## config.mk

```make
export PLATFORM = sky130hd
export DESIGN_NAME = muldiv_unit
export DESIGN_NICKNAME = d
export VERILOG_FILES = /design/src/rtl/muldiv_unit.sv
export SDC_FILE = /design/constraint.sdc
export NUM_CORES = 1
export LEC_CHECK = 0
export BUFFER_PORTS_ARGS = -buffer_cell sky130_fd_sc_hd__buf_2
export CAP_MARGIN = 10
export CORE_ASPECT_RATIO = 1.4
export CORE_MARGIN = 4
export CORE_UTILIZATION = 30
export DETAILED_ROUTE_END_ITERATION = 12
export PLACE_DENSITY_LB_ADDON = 0.2
export SETUP_SLACK_MARGIN = 0.2
export SLEW_MARGIN = 20
export SYNTH_ARGS = -nofsm -noshare
export SYNTH_HDL_FRONTEND = slang
export SYNTH_SLANG_ARGS = --single-unit
```

## constraint.sdc

```tcl
create_clock -name clk -period 9.1 [get_ports clk]
set_input_delay 1.82 -clock clk [delete_from_list [all_inputs] [get_ports clk]]
set_output_delay 1.82 -clock clk [all_outputs]
set_load 0.03 [all_outputs]
```

## src/rtl/muldiv_unit.sv

```systemverilog
// muldiv_unit: multi-cycle unsigned multiply/divide unit owning HI/LO.
// A single 2*WIDTH-bit accumulator is sequenced as a shift-add multiplier
// (MULTU) or a restoring divider (DIVU), one step per cycle, WIDTH steps.
//
// Handshake: start is a one-cycle request, accepted only when busy=0
// (IDLE or DONE); while busy=1 start is ignored. done pulses for exactly
// one cycle when HI/LO hold the new result; busy and done are never both 1.
module muldiv_unit #(
   parameter int WIDTH = 32
) (
   input  logic             clk,
   input  logic             rst,
   input  logic             start,
   input  logic             op,
   input  logic [WIDTH-1:0] SrcA,
   input  logic [WIDTH-1:0] SrcB,
   input  logic             hi_we,
   input  logic             lo_we,
   input  logic [WIDTH-1:0] wdata,
   output logic             busy,
   output logic             done,
   output logic [WIDTH-1:0] HI,
   output logic [WIDTH-1:0] LO
);

   localparam int CW = (WIDTH > 1) ? $clog2(WIDTH) : 1;

   typedef enum logic [1:0] {
      S_IDLE = 2'd0,
      S_RUN  = 2'd1,
      S_DONE = 2'd2
   } state_t;

   state_t             state_q, state_d;
   logic [CW-1:0]      cnt_q, cnt_d;
   logic [2*WIDTH-1:0] acc_q, acc_d;
   logic               op_q, op_d;
   logic [WIDTH-1:0]   opnd_q, opnd_d;   // multiplicand or divisor
   logic [WIDTH-1:0]   hi_q, hi_d;
   logic [WIDTH-1:0]   lo_q, lo_d;

   // Datapath step results for both operations
   logic [WIDTH:0]     mul_sum;
   logic [2*WIDTH-1:0] mul_next;
   logic [WIDTH:0]     div_top;
   logic               div_ge;
   logic [WIDTH-1:0]   div_rem;
   logic [2*WIDTH-1:0] div_next;
   logic [2*WIDTH-1:0] step_res;

   // One multiply or divide iteration computed from the current accumulator
   always_comb begin
      // Multiply: conditional add into the upper half, the carry shifts in at the top
      mul_sum  = {1'b0, acc_q[2*WIDTH-1:WIDTH]} + (acc_q[0] ? {1'b0, opnd_q} : {(WIDTH+1){1'b0}});
      mul_next = {mul_sum, acc_q[WIDTH-1:1]};
      // Divide: the partial remainder after the left shift is WIDTH+1 bits wide;
      // keeping the bit shifted out of the top makes large divisors compare correctly
      div_top  = acc_q[2*WIDTH-1:WIDTH-1];
      div_ge   = (div_top >= {1'b0, opnd_q});
      div_rem  = div_top[WIDTH-1:0] - opnd_q;
      div_next = {(div_ge ? div_rem : div_top[WIDTH-1:0]), acc_q[WIDTH-2:0], div_ge};
      step_res = op_q ? div_next : mul_next;
   end

   // Next-state, counter, accumulator and HI/LO update
   always_comb begin
      state_d = state_q;
      cnt_d   = cnt_q;
      acc_d   = acc_q;
      op_d    = op_q;
      opnd_d  = opnd_q;
      hi_d    = hi_q;
      lo_d    = lo_q;
      case (state_q)
         S_IDLE, S_DONE: begin
            // MT* writes land on this edge; an accepted op overwrites them later
            if (hi_we) hi_d = wdata;
            if (lo_we) lo_d = wdata;
            if (start) begin
               state_d = S_RUN;
               op_d    = op;
               cnt_d   = CW'(WIDTH - 1);
               opnd_d  = op ? SrcB : SrcA;
               acc_d   = {{WIDTH{1'b0}}, (op ? SrcA : SrcB)};
            end else if (state_q == S_DONE) begin
               state_d = S_IDLE;
            end
         end
         S_RUN: begin
            acc_d = step_res;
            cnt_d = cnt_q - CW'(1);
            if (cnt_q == '0) begin
               state_d = S_DONE;
               hi_d    = step_res[2*WIDTH-1:WIDTH];
               lo_d    = step_res[WIDTH-1:0];
            end
         end
         default: state_d = S_IDLE;
      endcase
   end

   // State and datapath registers with asynchronous reset
   always_ff @(posedge clk or posedge rst) begin
      if (rst) begin
         state_q <= S_IDLE;
         cnt_q   <= '0;
         acc_q   <= '0;
         op_q    <= 1'b0;
         opnd_q  <= '0;
         hi_q    <= '0;
         lo_q    <= '0;
      end else begin
         state_q <= state_d;
         cnt_q   <= cnt_d;
         acc_q   <= acc_d;
         op_q    <= op_d;
         opnd_q  <= opnd_d;
         hi_q    <= hi_d;
         lo_q    <= lo_d;
      end
   end

   assign busy = (state_q == S_RUN);
   assign done = (state_q == S_DONE);
   assign HI   = hi_q;
   assign LO   = lo_q;

endmodule

```

==> results of run 1 <==
-- state kept, by name (all words and copies together) (netlist names) --
name / flops
HI: 32
LO: 32
acc_q: 64
cnt_q: 5
op_q: 1
opnd_q: 32
state_q: 2
-- logic make-up (layout without fill, tap and decap cells) --
| kind of cell | Yosys count | in the layout | synth area share |
|---|---|---|---|
| adders and majority gates | 68 | 68 | 0.0707 |
| and+or+nand+nor | 455 | 455 | 0.166 |
| xor gates and xnor gates | 52 | 52 | 0.0372 |
| AOI/OAI and AO/OA | 483 | 483 | 0.247 |
| buffers and inverters | 135 | 257 | 0.0440 |
| muxes | 109 | 109 | 0.0914 |
| DFF | 168 | 168 | 0.343 |
-- worst paths after layout --
check,to,cells past startpoint,startpoint,slack (ns)
setup / recovery,busy,4,state_q[0],4.53
hold / removal,LO[12],1,LO[12],0.47
setup reg to reg,HI[30],12,acc_q[0],5.18
hold reg to reg,LO[12],1,LO[12],0.47
max in group asynchronous,op_q,4,rst,6.08
min in group asynchronous,LO[28],2,rst,1.38
-- cell usage in the layout, fill, tap and decap left out, drive strengths merged, types with 31 or more instances in the layout --
| cell | count |
|---|---|
| buf | 178 |
| a21o | 53 |
| inv | 49 |
| o21ai | 138 |
| ha | 66 |
| nand2 | 223 |
| mux2i | 86 |
| a31oi | 31 |
| a21oi | 135 |
| dfrtp | 168 |
| and2 | 35 |
| nor2 | 106 |
-- worst register-to-register path, stage by stage, from the launching register on --
cell,delay [ns]
dfrtp_1,0.56
buf_4,0.32
and2_1,0.18
ha_1,0.44
a21o_1,0.16
a21o_1,0.15
nand4_1,0.15
a311oi_1,0.42
mux2_2,0.38
a31oi_1,0.14
o311ai_0,0.16
a311oi_1,0.61
o22a_1,0.20
-- layer usage --
layer  vias up  track usage
met4         0       0.0673
met3        68       0.0226
li1       5487            -
met2       351        0.354
met1      5605        0.261
met5         -            0
-- final cells by class --
| class | instances | area [um^2] |
|---|---|---|
| Fill cell | 4355 | 26200 |
| Multi-Input combinational cell | 1167 | 7540 |
| Sequential cell | 168 | 4210 |
| Timing Repair Buffer | 178 | 941 |
| Tap cell | 534 | 668 |
| Clock buffer | 21 | 450 |
| Inverter | 49 | 189 |
| Clock inverter | 9 | 92.6 |
-- per-stage QoR --
stage	hold slack (ns)	util	cells	cell area [um^2]
2_1_floorplan	0.470	-	1470	12200
3_3_place_gp	0.458	0.336	2095	13500
3_5_place_dp	0.460	0.336	2095	13500
4_1_cts	0.476	0.349	2125	14100
5_1_grt	0.486	0.350	2126	14100
6_report	0.473	0.350	2126	14100
==> results.toml, run 1 <==
[cells_and_area]
area_delta_synth_final_pct = 15.0
layout-drive-gt1-share = 0.156
fin_nets = 1751
diodes = 0

[drt]
ant_nets = 0
drc = 0
met3WireLength_um = 1680
firstDrtPassIters = 5
vias = 11511
highest_layer = "met4"
wl_met1_um = 19400
routedWlPerCell_um = 21.1
routed_wl_um = 44800
route.met2.wl_um = 22500
drtIter0Drc = 758
vias_per_cell = 5.41

[synth]
ys_seq_area_frac = 0.343
synth_nets = 1640
async_reset_ff_frac = 1.00
ys_top_cells_by_area = "dfrtp_1 (34%), mux2i_1 (7.0%), nand2_1 (6.8%)"
synth_top_area_share = 0.343
synth_cells = 1470
yosysMostFrequentCell = "nand2_1"
yosysTopAreaCell = "dfrtp_1"
synth-edff-count = 0
ys_types = 73
ys_ff_latch = 168
syn_avg_cell_area_um2 = 8.33
yosys-top-cells-count = "nand2_1 (222), dfrtp_1 (168), o21ai_0 (135), a21oi_1 (133), nor2_1 (105)"
syn_area_um2 = 12200
yosys_warnings = 0
ys_dominant_reg_cell = "dfrtp_1"

[floorplan]
fp.dieW_um = 179
io-pin-count = 168
dieArea_um2 = 44200
chipHeight_um = 247
core_area_um2 = 40300
num_rows = 87
initial_core_util = 0.304

[global_routing]
gr-usage-all-layers = 0.203
overflow = 0
grt_max_degree = 107
antenna_found_initial = 0
grt_pass1_vias = 11559
grt_pass1_wl_um = 69000

[sta]
finalSetupViolCount = 0
fin_tns_setup_ns = 0
rsz0062_at_grt = "no"
worst_slew_pin_slew_ns = 1.08
hold_viol_final = 0
fin_ws_ns = 4.53
post-route-min-period_ns = 4.57
max_freq_mhz = 219
slew_violations = 0
fin_crit_sh = 0.502
finClkSkew_ns = 0.00840
slew_headroom = 0.281

[worst_setup_path]
worst-path-buf-inv = 3
crit_arrival_ns = 2.75
critPathKind = "reg2out"
critical_path_required_ns = 7.28
start_kind = "register"
cpMaxStageDelayCell = "inv_2"
path_cells = "nand2b_4 > inv_2 > buf_4 > buf_2"
crit_fanout = 44
critPathTopFamily = "buffers and inverters"
cp-end-kind = "output pin"
cp_slowest_stage_delay_ns = 0.62

[clock_network]
cts-buffers-inserted = 17
cts.sinks = 168
ctsHoldBuffers = 0
cts_root_buffer = "clkbuf_16"
clkSlewWorstSetupHoldPaths_ns = 0.07
clockBufferDepth = 2
clock_latency_ns = 0.44
htree_levels = 4
cts_resized = 0
cts_tree = "done"
cts_setup_buffers = 0

[placement]
place_congestion = 0.932
post-dp-hpwl_um = 34300
dp_slack_ns = 5.05
port_buffers = 167

[outcome]
outcome = "complete, no violations"

[flow_run]
maxCapViolCount = 0

[min_path]
hp-class = "reg2reg"
Power of run 1 is not shown: default switching activity piles up to over one toggle a cycle in this logic, so the estimate is an artifact.
==> run 2: changes to the inputs <==
- clock period: 9.1 -> 3.73 ns (I/O delays scaled with it)
==> run 2 against run 1 <==
Sequential share of layout area shrank 1.1 points. Flip-flop and latch count is the same. Via count grew 2.2%. Register-to-register slack lost 4.8 ns. First-iteration DRC count shrank 13%. Critical path depth grew 7. Global-route usage grew 1.1 points. Cell area grew 3.9%. Non-clock buffer count grew 49. Clock-buffer cell count shrank 3. Critical endpoint is now HI[9].
==> results.toml, run 2 (same netlist as run 1, synthesis figures left out) <==
[cells_and_area]
area_delta_synth_final_pct = 19.5
finish.utilization = 0.363
fin_nets = 1800
final_common_cell = "nand2_1"
stdcell_count = 2177
regMostFlops = "acc_q"
largest_reg_flops = 64
mostFrequentLayoutCells = "nand2_1 (222), dfrtp_1 (167), buf_2 (166)"
diodes = 0
layout-drive-gt1-share = 0.189
fill_cells = 4319

[placement]
port_buffers = 167
post-dp-hpwl_um = 36700
dp_slack_ns = 0.245
placedCellCount = 2142
place_congestion = 0.905

[clock_network]
cts-buffers-inserted = 17
cts.sinks = 168
clock_latency_ns = 0.46
htree_levels = 4
clkSlewWorstSetupHoldPaths_ns = 0.08
cts_tree = "done"
clockBufferDepth = 2
cts_root_buffer = "clkbuf_16"

[drt]
firstDrtPassIters = 6
routed_wl_um = 47100
routedWlPerCell_um = 21.6
vias = 11762
vias_per_cell = 5.40
drc = 0
drtIter0Drc = 661
ant_nets = 0

[worst_setup_path]
path_cells = "ha_1 > a21oi_1 > o21ba_2 > a21oi_2 > o31a_1 > o31ai_4 > buf_4 > nand3_1 > a311oi_1 > a21oi_1 > o21ai_0"
cp-end-kind = "register"
critical_path_required_ns = 4.11
critPathKind = "reg2reg"
crit_arrival_ns = 3.72
path_common_cell = "a21oi_1"
cp_slowest_stage_delay_ns = 0.50
start_kind = "register"
crit_fanout = 6
cpMaxStageDelayCell = "a311oi_1"

[sta]
finClkSkew_ns = 0.0178
worst_slew_pin_slew_ns = 0.833
post-route-min-period_ns = 3.35
fin_tns_setup_ns = 0
finalSetupViolCount = 0
slew_headroom = 0.445
rsz0062_at_grt = "yes"
max_freq_mhz = 299
fin_crit_sh = 0.897
fin_ws_ns = 0.383
slew_violations = 0
hold_viol_final = 0

[floorplan]
chipHeight_um = 247
initial_core_util = 0.304
io-pin-count = 168
fp.dieW_um = 179
dieArea_um2 = 44200
num_rows = 87
core_area_um2 = 40300

[outcome]
outcome = "complete, no violations"

[global_routing]
gr-usage-all-layers = 0.215
overflow = 0
antenna_found_initial = 0
grt_pass1_vias = 11905
grt_pass1_wl_um = 72400
grt_max_degree = 100

[min_path]
hp-class = "in2async"

[flow_run]
maxCapViolCount = 0
run 2: per-layer routing:
metal | wire [um] | vias up | GRT usage
met1 | 20500 | 5736 | 0.278
li1 | - | 5616 | -
met5 | 0 | - | 0
met3 | 1810 | 71 | 0.0257
met2 | 23200 | 339 | 0.368
met4 | 1560 | 0 | 0.0743
run 2: cell type report:
class	count	area [um^2]	area share
sequential	168	4210	0.288
timing repair buffer	227	1350	0.0924
multi-input combinational	1167	7590	0.519
inverter	49	188	0.0128
tap	534	668	0.0457
clock buffer	18	439	0.0300
clock inverter	14	183	0.0125
run 2: worst max-delay path, delay by kind of cell (launching register included):
family,cells,cell delay [ns]
adders and majority gates,1,0.40
DFF,1,0.42
buffers and inverters,1,0.23
and+or+nand+nor,1,0.09
AOI/OAI and AO/OA,8,2.11
run 2: timing repair:
action                     in CTS  in global routing
buffers inserted                0                  3
hold buffers                    0                  0
setup endpoints to repair       0                 30
gates resized for setup         0                 12
run 2: through the flow:
stage          instance area, um^2  hold WS [ns]
6_report                     14600         0.261
3_3_place_gp                 13900         0.458
5_1_grt                      14600         0.280
2_1_floorplan                12300         0.470
3_5_place_dp                 13900         0.462
4_1_cts                      14500         0.241
run 2: worst paths after layout:
| path | slack (ns) | cells past startpoint | end | start |
|---|---|---|---|---|
| worst max register to register | 0.38 | 11 | HI[9] | acc_q[34] |
| worst min register to register | 0.48 | 1 | LO[21] | LO[21] |
| min in group clk | 0.48 | 1 | LO[21] | LO[21] |
| worst min-delay path | 0.26 | 2 | HI[3] | rst |
| worst max-delay path | 0.38 | 11 | HI[9] | acc_q[34] |
| max in group asynchronous | 2.54 | 3 | opnd_q[24] | rst |
Power of run 2 is left out for the same reason.
==> run 3: changes to the inputs <==
- PLACE_DENSITY: unset -> 0.53
- PLACE_DENSITY_LB_ADDON: 0.2 -> unset
==> run 3 against run 2 <==
Clock-buffer cell count stayed put. Highest routed layer is now met5. Critical path type unchanged. Global-route usage is 0.61 points lower. Register-to-register slack worse by 0.11 ns. Core utilization is 0.25 points higher.
==> results.toml, run 3 (same netlist as run 1, synthesis figures left out) <==
[outcome]
outcome = "complete, no violations"

[worst_setup_path]
path_cells = "buf_4 > and2_1 > ha_1 > a21o_1 > a21o_1 > nand4_1 > a311oi_1 > mux2_2 > a31oi_1 > o311ai_0 > a311oi_2 > buf_4 > o22a_1"
r2r-start = "acc_q[0]"
r2r_cells = 13
start_kind = "register"
critPathTopFamily = "compound AO/OA/AOI/OAI gates"
cp.depth = 13
critPathKind = "reg2reg"
crit_fanout = 19
crit_arrival_ns = 3.85
cpMaxStageDelayCell = "ha_1"
critPathLaunch = "acc_q[0]"
worst-path-buf-inv = 2
cp_slowest_stage_delay_ns = 0.43
ff2ff_setup_slack_ns = 0.27
critical_path_required_ns = 4.12
cp-end-kind = "register"

[sta]
post-route-min-period_ns = 3.46
finClkSkew_ns = 0.0160
slew_violations = 0
worst_slew_pin_slew_ns = 0.720
hold_viol_final = 0
finalSetupViolCount = 0
fin_crit_sh = 0.928
rsz0062_at_grt = "yes"
fin_ws_ns = 0.270
slew_headroom = 0.506
fin_tns_setup_ns = 0
max_freq_mhz = 289

[cells_and_area]
final_common_cell = "nand2_1"
fin_nets = 1808
layout-drive-gt1-share = 0.197
area_delta_synth_final_pct = 20.3
mostFrequentLayoutCells = "nand2_1 (222), dfrtp_1 (167), buf_2 (166)"
largest_reg_flops = 64
regMostFlops = "acc_q"
finish.utilization = 0.366
stdcell_count = 2185
diodes = 0

[drt]
vias = 11702
routed_wl_um = 46700
vias_per_cell = 5.36
firstDrtPassIters = 5
drc = 0
routedWlPerCell_um = 21.4
drtIter0Drc = 795
ant_nets = 0

[floorplan]
io-pin-count = 168
initial_core_util = 0.304
num_rows = 87
chipHeight_um = 247
fp.dieW_um = 179
core_area_um2 = 40300
dieArea_um2 = 44200

[placement]
port_buffers = 167
dp_slack_ns = -0.0866
post-dp-hpwl_um = 36100
placedCellCount = 2141
place_congestion = 0.920

[global_routing]
grt_max_degree = 80
grt_pass1_vias = 11683
antenna_found_initial = 1
overflow = 0
grt_pass1_wl_um = 70000
gr-usage-all-layers = 0.208

[clock_network]
htree_levels = 4
ctsHoldBuffers = 0
clkSlewWorstSetupHoldPaths_ns = 0.08
cts_tree = "done"
clock_latency_ns = 0.46
cts.sinks = 168
cts_root_buffer = "clkbuf_16"
cts-buffers-inserted = 17
clockBufferDepth = 2

[flow_run]
maxCapViolCount = 0

[min_path]
hp-class = "in2async"
==> run 3: cell count changes in the layout (fill, tap and decap cells not counted), sizes merged <==
cell | previous run | this run
bufinv | 2 | 0
nor2 | 106 | 107
buf | 227 | 234
clkinv | 6 | 8
==> run 3: path summary, 6_finish.rpt <==
path | to
max | HI[30]
min | LO[12]
max reg2reg | HI[30]
min reg2reg | LO[17]
max in group asynchronous | opnd_q[22]
min in group clk | LO[17]
==> run 3: repair_timing <==
action                     4_1_cts  5_1_grt
setup endpoints to repair        8       36
setup buffers                    4        6
pin swaps                        2        9
cloned                           1        0
gates resized for setup          5       16
==> run 3: worst reg2reg max path, delay by kind of cell, from the launching register on <==
kind	cells	cell delay (ns)
simple gates	2	0.28
mux	1	0.37
compound gates	7	1.53
fa+ha+maj	1	0.43
flops	1	0.39
buf+inv	2	0.40
==> run 3: final cells by class <==
type / count / area, um^2
Sequential cell: 168 / 4210
Clock buffer: 18 / 439
Multi-Input combinational cell: 1168 / 7630
Clock inverter: 14 / 154
Fill cell: 4323 / 25500
Inverter: 49 / 188
Timing Repair Buffer: 234 / 1440
Tap cell: 534 / 668
==> run 3: metrics by stage <==
stage	hold slack [ns]	area (um^2)
CTS	0.477	14600
finish	0.276	14700
global placement	0.454	13900
floorplan	0.470	12300
detailed placement	0.461	13900
global route	0.289	14700
==> run 3: layer usage <==
layer	track usage	up-vias	share of wire
met5	0	-	0.00028
met4	0.0651	2	0.026
met3	0.0243	65	0.045
met2	0.363	321	0.50
met1	0.269	5693	0.42
li1	-	5621	-
Power of run 3 is left out for the same reason.
